===== config.mk =====
export PLATFORM = sky130hd
export DESIGN_NAME = irb_dw_engine
export DESIGN_NICKNAME = d
export VERILOG_FILES = /design/src/rtl/irb_dw_engine.sv
export SDC_FILE = /design/constraint.sdc
export NUM_CORES = 1
export LEC_CHECK = 0
export ABC_CLOCK_PERIOD_IN_PS = 8900
export BUFFER_PORTS_ARGS = -buffer_cell sky130_fd_sc_hd__buf_2
export CORE_UTILIZATION = 60
export CTS_CLUSTER_SIZE = 25
export DETAILED_ROUTE_END_ITERATION = 10
export GPL_ROUTABILITY_DRIVEN = 0
export GPL_TIMING_DRIVEN = 0
export PLACE_DENSITY = 0.88
export SKIP_CTS_REPAIR_TIMING = 1
export SLEW_MARGIN = 40
export SYNTH_ARGS = -nofsm -noshare
export SYNTH_HDL_FRONTEND = slang
export SYNTH_SLANG_ARGS = --single-unit

===== constraint.sdc =====
create_clock -name clk -period 8.9 [get_ports clk]
set_input_delay 0.89 -clock clk [delete_from_list [all_inputs] [get_ports clk]]
set_output_delay 0.89 -clock clk [all_outputs]
set_load 0.05 [all_outputs]

===== src/rtl/irb_dw_engine.sv =====
// irb_dw_engine
// Depthwise 3x3 convolution engine of the inverted-residual block.
// Reads a 9x9 tile per channel from FMINT and the matching 3x3 kernel
// from KDW, runs a single sequential multiply-accumulate unit over
// ch / oy / ox / ky / kx (kx fastest), and writes each 7x7 output pixel,
// rounded and saturated, to the tile output buffer.
//
// Ports
//   clk, rst          clock, synchronous active-high reset
//   start, n_ch       begin a tile of n_ch channels (sampled only in IDLE)
//   busy, done        status: busy in RUN/DRAIN/DONE, done is a 1-cycle pulse
//   fmint_rd_en/addr  feature-map read port, data returns the next cycle
//   fmint_data
//   kdw_rd_en/addr    kernel read port, issued alongside the FMINT read
//   kdw_data
//   fmo_wr_en/addr    result write port
//   fmo_data
//
// Optional build macro
//   IRB_DW_RELU6_EN   when defined, clamps each result to [0, 6.0] (ReLU6)
//                     after saturation.

module irb_dw_engine #(
   parameter int NKX   = 3,
   parameter int NKY   = 3,
   parameter int TOX   = 7,
   parameter int TOY   = 7,
   parameter int NPAR  = 32,
   parameter int PX_W  = 16,
   parameter int WG_W  = 16,
   parameter int FRAC  = 8,
   parameter int ACC_W = 40
) (
   input  logic                                             clk,
   input  logic                                             rst,
   input  logic                                             start,
   input  logic [$clog2(NPAR+1)-1:0]                        n_ch,
   output logic                                             busy,
   output logic                                             done,
   output logic                                             fmint_rd_en,
   output logic [$clog2((TOX+NKX-1)*(TOY+NKY-1)*NPAR)-1:0]  fmint_addr,
   input  logic [PX_W-1:0]                                  fmint_data,
   output logic                                             kdw_rd_en,
   output logic [$clog2(NKX*NKY*NPAR)-1:0]                  kdw_addr,
   input  logic [WG_W-1:0]                                  kdw_data,
   output logic                                             fmo_wr_en,
   output logic [$clog2(TOX*TOY*NPAR)-1:0]                  fmo_addr,
   output logic [PX_W-1:0]                                  fmo_data
);

   localparam int TIX    = TOX + NKX - 1;
   localparam int TIY    = TOY + NKY - 1;
   localparam int CH_W   = $clog2(NPAR + 1);
   localparam int FA_W   = $clog2(TIX * TIY * NPAR);
   localparam int KA_W   = $clog2(NKX * NKY * NPAR);
   localparam int OA_W   = $clog2(TOX * TOY * NPAR);
   localparam int KX_W   = (NKX > 1) ? $clog2(NKX) : 1;
   localparam int KY_W   = (NKY > 1) ? $clog2(NKY) : 1;
   localparam int OX_W   = (TOX > 1) ? $clog2(TOX) : 1;
   localparam int OY_W   = (TOY > 1) ? $clog2(TOY) : 1;
   localparam int PROD_W = PX_W + WG_W;

   localparam logic signed [ACC_W-1:0] RND     = ACC_W'(1) << (FRAC - 1);
   localparam logic signed [ACC_W-1:0] SAT_MAX = {{(ACC_W-PX_W+1){1'b0}}, {(PX_W-1){1'b1}}};
   localparam logic signed [ACC_W-1:0] SAT_MIN = {{(ACC_W-PX_W+1){1'b1}}, {(PX_W-1){1'b0}}};
`ifdef IRB_DW_RELU6_EN
   localparam logic signed [PX_W-1:0]  RELU_MAX = PX_W'(6 << FRAC);
`endif

   typedef enum logic [1:0] {
      IDLE  = 2'd0,
      RUN   = 2'd1,
      DRAIN = 2'd2,
      DONE  = 2'd3
   } state_t;

   state_t state_q, state_d;

   logic [CH_W-1:0] nch_q, nch_d;
   logic [CH_W-1:0] ch_q, ch_d;
   logic [OY_W-1:0] oy_q, oy_d;
   logic [OX_W-1:0] ox_q, ox_d;
   logic [KY_W-1:0] ky_q, ky_d;
   logic [KX_W-1:0] kx_q, kx_d;

   logic            running;
   logic            lastTap;
   logic            firstOfPix;
   logic            lastOfPix;
   logic [OA_W-1:0] issueOaddr;

   // Stage A: tags for the read issued last cycle, aligned with returning data
   logic            rdV_q;
   logic            rdFirst_q;
   logic            rdLast_q;
   logic [OA_W-1:0] rdOaddr_q;

   // Stage B: registered product and its tags
   logic                      prodV_q;
   logic                      prodFirst_q;
   logic                      prodLast_q;
   logic [OA_W-1:0]           prodOaddr_q;
   logic signed [PROD_W-1:0]  prod_q;

   logic signed [ACC_W-1:0]   acc_q;
   logic                      fmoWr_q;
   logic [OA_W-1:0]           fmoAddr_q;
   logic [PX_W-1:0]           fmoData_q;

   logic signed [ACC_W-1:0]   prodExt;
   logic signed [ACC_W-1:0]   accSum;
   logic signed [ACC_W-1:0]   rounded;
   logic signed [ACC_W-1:0]   shifted;
   logic signed [PX_W-1:0]    satPix;
   logic signed [PX_W-1:0]    outPix;

   // Tap decode and read address generation; addresses are held at zero
   // whenever no read is being issued.
   always_comb begin
      running     = (state_q == RUN);
      firstOfPix  = (ky_q == '0) && (kx_q == '0);
      lastOfPix   = (ky_q == KY_W'(NKY - 1)) && (kx_q == KX_W'(NKX - 1));
      lastTap     = running && lastOfPix
                    && (ch_q == nch_q - CH_W'(1))
                    && (oy_q == OY_W'(TOY - 1))
                    && (ox_q == OX_W'(TOX - 1));
      issueOaddr  = OA_W'(ch_q) * OA_W'(TOX * TOY) + OA_W'(oy_q) * OA_W'(TOX) + OA_W'(ox_q);
      fmint_rd_en = running;
      kdw_rd_en   = running;
      fmint_addr  = '0;
      kdw_addr    = '0;
      if (running) begin
         fmint_addr = FA_W'(ch_q) * FA_W'(TIX * TIY)
                    + (FA_W'(oy_q) + FA_W'(ky_q)) * FA_W'(TIX)
                    + FA_W'(ox_q) + FA_W'(kx_q);
         kdw_addr   = KA_W'(ch_q) * KA_W'(NKX * NKY) + KA_W'(ky_q) * KA_W'(NKX) + KA_W'(kx_q);
      end
      busy = (state_q != IDLE);
      done = (state_q == DONE);
   end

   // Next-state logic and loop counters. DRAIN waits only for the two
   // pipeline stages ahead of the accumulator; the final write leaves the
   // output register during the cycle that DRAIN hands over to DONE.
   always_comb begin
      state_d = state_q;
      nch_d   = nch_q;
      ch_d    = ch_q;
      oy_d    = oy_q;
      ox_d    = ox_q;
      ky_d    = ky_q;
      kx_d    = kx_q;
      unique case (state_q)
         IDLE: begin
            if (start) begin
               if (n_ch != '0) begin
                  nch_d   = n_ch;
                  ch_d    = '0;
                  oy_d    = '0;
                  ox_d    = '0;
                  ky_d    = '0;
                  kx_d    = '0;
                  state_d = RUN;
               end else begin
                  state_d = DONE;
               end
            end
         end
         RUN: begin
            if (kx_q == KX_W'(NKX - 1)) begin
               kx_d = '0;
               if (ky_q == KY_W'(NKY - 1)) begin
                  ky_d = '0;
                  if (ox_q == OX_W'(TOX - 1)) begin
                     ox_d = '0;
                     if (oy_q == OY_W'(TOY - 1)) begin
                        oy_d = '0;
                        ch_d = ch_q + CH_W'(1);
                     end else begin
                        oy_d = oy_q + OY_W'(1);
                     end
                  end else begin
                     ox_d = ox_q + OX_W'(1);
                  end
               end else begin
                  ky_d = ky_q + KY_W'(1);
               end
            end else begin
               kx_d = kx_q + KX_W'(1);
            end
            if (lastTap) begin
               state_d = DRAIN;
            end
         end
         DRAIN: begin
            if (!rdV_q && !prodV_q) begin
               state_d = DONE;
            end
         end
         DONE: begin
            state_d = IDLE;
         end
         default: begin
            state_d = IDLE;
         end
      endcase
   end

   // Control state and loop counter registers
   always_ff @(posedge clk) begin
      if (rst) begin
         state_q <= IDLE;
         nch_q   <= '0;
         ch_q    <= '0;
         oy_q    <= '0;
         ox_q    <= '0;
         ky_q    <= '0;
         kx_q    <= '0;
      end else begin
         state_q <= state_d;
         nch_q   <= nch_d;
         ch_q    <= ch_d;
         oy_q    <= oy_d;
         ox_q    <= ox_d;
         ky_q    <= ky_d;
         kx_q    <= kx_d;
      end
   end

   // Accumulate and convert. The first tap of a pixel loads the product
   // rather than adding, so consecutive pixels need no clearing bubble.
   // Rounding is half-up in two's complement, i.e. floor(x + 0.5).
   always_comb begin
      prodExt = ACC_W'(prod_q);
      accSum  = prodFirst_q ? prodExt : (acc_q + prodExt);
      rounded = accSum + RND;
      shifted = rounded >>> FRAC;
      if (shifted > SAT_MAX) begin
         satPix = SAT_MAX[PX_W-1:0];
      end else if (shifted < SAT_MIN) begin
         satPix = SAT_MIN[PX_W-1:0];
      end else begin
         satPix = shifted[PX_W-1:0];
      end
      outPix = satPix;
`ifdef IRB_DW_RELU6_EN
      if (satPix[PX_W-1]) begin
         outPix = '0;
      end else if (satPix > RELU_MAX) begin
         outPix = RELU_MAX;
      end
`endif
   end

   // Pipeline registers: tags follow the data through read, multiply and
   // accumulate so the write address arrives with its result. Reset drops
   // everything in flight.
   always_ff @(posedge clk) begin
      if (rst) begin
         rdV_q       <= 1'b0;
         rdFirst_q   <= 1'b0;
         rdLast_q    <= 1'b0;
         rdOaddr_q   <= '0;
         prodV_q     <= 1'b0;
         prodFirst_q <= 1'b0;
         prodLast_q  <= 1'b0;
         prodOaddr_q <= '0;
         prod_q      <= '0;
         acc_q       <= '0;
         fmoWr_q     <= 1'b0;
         fmoAddr_q   <= '0;
         fmoData_q   <= '0;
      end else begin
         rdV_q       <= running;
         rdFirst_q   <= firstOfPix;
         rdLast_q    <= lastOfPix;
         rdOaddr_q   <= issueOaddr;
         prodV_q     <= rdV_q;
         prodFirst_q <= rdFirst_q;
         prodLast_q  <= rdLast_q;
         prodOaddr_q <= rdOaddr_q;
         prod_q      <= PROD_W'($signed(fmint_data)) * PROD_W'($signed(kdw_data));
         if (prodV_q) begin
            acc_q <= accSum;
         end
         fmoWr_q   <= prodV_q && prodLast_q;
         fmoAddr_q <= (prodV_q && prodLast_q) ? prodOaddr_q : '0;
         fmoData_q <= (prodV_q && prodLast_q) ? outPix : '0;
      end
   end

   assign fmo_wr_en = fmoWr_q;
   assign fmo_addr  = fmoAddr_q;
   assign fmo_data  = fmoData_q;

endmodule


==> impl_metrics.toml <==
[logic_synthesis]
ys_seq_elements = 152
synthesis.area_um2 = 21650
synth_commonest_cells = "428 x inv_1, 285 x fa_1, 227 x nand2_1"
synth_top_cell_by_area = "fa_1"
synth_cell_type_count = 96
synthTopCellsByArea = "fa_1 26%, dfxtp_1 14%, ha_1 13%"
synth_fp_nets = 3078
synth_edf_count = 0
yosys.area.top_type_share = 0.2636
synthArstFlopShare = 0
syn_avg_cell_area_um2 = 8.570
synth-main-ff-cell = "dfxtp_1"
yosys_warnings = 0
synth_cells = 2526
yosysMostFrequentCell = "inv_1"
ys_seq_area_frac = 0.1406

[detailed_routing]
num_vias = 18540
drc = 0
met3RoutedLength_um = 5036
wl_met1_um = 21570
dr.pass1.iters = 6
ant_nets = 0
routed_wl_um = 55570
via_per_inst = 5.958
met2_length_um = 26790
highest_layer = "met4"
wl_per_cell_um = 17.86
drt_iter0_drc = 1714

[placement]
detailed_place_hpwl_um = 45260
portBuffers = 93
pre_cts_ws_ns = 0.5111

[setup_path]
rr_worst_depth = 20
cp.arrival_ns = 8.17
crit_type = "primary input to flip-flop"
worstSetupStartpointType = "primary input"
r2r_start = "prodFirst_q"
rr_endpoint = "fmo_data[14]"
crit_required_ns = 9.21
rrSetupSlack_ns = 2.75
worstSetupEndpointType = "flip-flop"
cp_max_fo = 10

[worst_hold_path]
holdCritPathClass = "flip-flop to flip-flop"
hold-path-cell-count = 1
hp-start = "prodOaddr_q[5]"
hold_end = "fmo_addr[5]"

[pwr]
power.leakage_nw = 11.59
intPower_mw = 4.467
p_seq_frac = 0.097
vdd_drop_max_mv = 0.5782
power_frac_comb = 0.825
pwr-share-clk = 0.078
switchingPower_mw = 5.157
power.total_mw = 9.624
swShare = 0.5358
p_per_area_nw_per_um2 = 412.7

[final_layout]
fill_cells = 2694
drive_gt1_frac = 0.07846
insertedDiodeCount = 0
area_growth_pct = 7.745
regArea_um2 = 3043
multi_input_area_um2 = 16580
nets = 3190
final_core_util = 0.6557

[sta]
skew_ns = 0.01229
worst_hold_slack_ns = 0.4294
fmax_ghz = 0.1273
maxSlewHeadroom = 0.4325
period_needed_ns = 7.856
period_share = 0.8827
report.final.slew_viol_count = 0
rsz0062_at_grt = "no"
timing.final.ws_setup_ns = 1.044
tightest_slew_ns = 0.8461
setup_viol = 0
fin_setup_tns_ns = 0
hold_viol = 0

[global_route]
grt_pass1_vias = 18860
grt_max_degree = 19
grt_pass1_wl_um = 91560
grt_overflow = 0
antenna_found_initial = 0
track_usage = 0.3132

[cts]
insertion_delay_ns = 0.45
clk_path_buf_depth = 2
clk_pin_slew_worst_paths_ns = 0.07
cts.sinks = 152
root_buffer = "clkbuf_16"
cts_tree = "yes"
numCtsBuffers = 17
htreeDepth = 4

[status]
status = "complete, no violations"

[floorplanning]
die_w_um = 191.9
ioPinCount = 94
fp.dieH_um = 191.9
coreArea_um2 = 35570
start_util = 0.6086
num_rows = 69
die_area_um2 = 36840

[job]
maxCapViolCount = 0
cells in the final DEF (no fill, tap or decap), drive strengths merged, types with 45 or more instances in the layout:
cell type | netlist | layout
nor2 | 196 | 196
dfxtp | 152 | 152
ha | 226 | 226
a21oi | 104 | 104
clkbuf | 66 | 83
nand3 | 45 | 45
xnor2 | 67 | 67
inv | 428 | 436
and2 | 136 | 136
fa | 285 | 285
nand2 | 228 | 228
buf | 32 | 125
o21ai | 57 | 57
cells by family (layout without fill, tap and decap cells):
logic type,Yosys count,after routing,synth area share
flops,152,152,0.1406
xor+xnor,104,104,0.04208
mux,31,31,0.01520
compound gates,380,380,0.1204
fa+ha+maj,511,511,0.3942
simple gates,821,821,0.1933
buf+inv,527,652,0.09421
sequential cells by signal, indices dropped and copies added, names as in the netlist:
register	count
acc_q	40
prod_q	32
fmo_data	16
fmo_addr	11
prodOaddr_q	11
rdOaddr_q	11
ch_q	6
nch_q	6
ox_q	3
oy_q	3
kx_q	2
ky_q	2
state_q	2
fmo_wr_en	1
prodFirst_q	1
prodLast_q	1
prodV_q	1
rdFirst_q	1
rdLast_q	1
rdV_q	1
metal layers:
layer | global-route usage | up-vias
met5 | 0 | -
met4 | 0.1358 | 0
met3 | 0.05993 | 223
met2 | 0.5282 | 970
met1 | 0.3902 | 8915
li1 | - | 8433
final cells by class:
cell class              count  share of cell area
multi-input cells        1847              0.7107
flip-flops and latches    152              0.1305
inverters                 429             0.06904
well taps                 461             0.02473
repair buffers             93             0.01996
plain buffers              98             0.01845
clock buffers              17             0.01824
clock inverters            15            0.008369
how the worst max path moves through the flow:
stage                  start         end  depth (start not counted)
3_5_place_dp   fmint_data[8]  prod_q[29]                         25
4_1_cts        fmint_data[8]  prod_q[29]                         25
3_3_place_gp   fmint_data[8]  prod_q[29]                         25
2_1_floorplan    kdw_data[6]  prod_q[29]                         24
6_report       fmint_data[8]  prod_q[29]                         25
5_1_grt        fmint_data[8]  prod_q[29]                         25
stage by stage:
stage          area (um2)  instances
2_1_floorplan       21650       2526
3_3_place_gp        22690       3080
3_5_place_dp        22690       3080
4_1_cts             23310       3112
5_1_grt             23320       3112
6_report            23320       3112
power groups by stage:
stage	Combinational (mW)	Clock (mW)	Sequential, mW
2_1_floorplan	6.05	0	0.905
3_3_place_gp	7.29	0	0.935
3_5_place_dp	7.73	0	0.940
4_1_cts	7.82	0.759	0.926
5_1_grt	8.92	0.789	0.941
6_report	7.94	0.755	0.932
critical path, cell delays in order:
cell and delay, ns:
buf_2 0.18, clkbuf_1 0.55, nand2_1 0.19, fa_1 0.60
fa_1 0.45, fa_1 0.50, fa_1 0.49, inv_1 0.05
fa_1 0.52, inv_1 0.06, fa_1 0.58, inv_1 0.05
ha_1 0.37, a21o_1 0.23, nand3_1 0.09, o21ai_0 0.09
a211oi_1 0.41, o31ai_1 0.21, o41ai_2 0.44, o21ai_0 0.24
a31oi_1 0.36, nor2_1 0.11, o21ai_0 0.26, nand3_1 0.11
nor3b_1 0.14
Note: power is estimated with default switching activity, not from simulation.
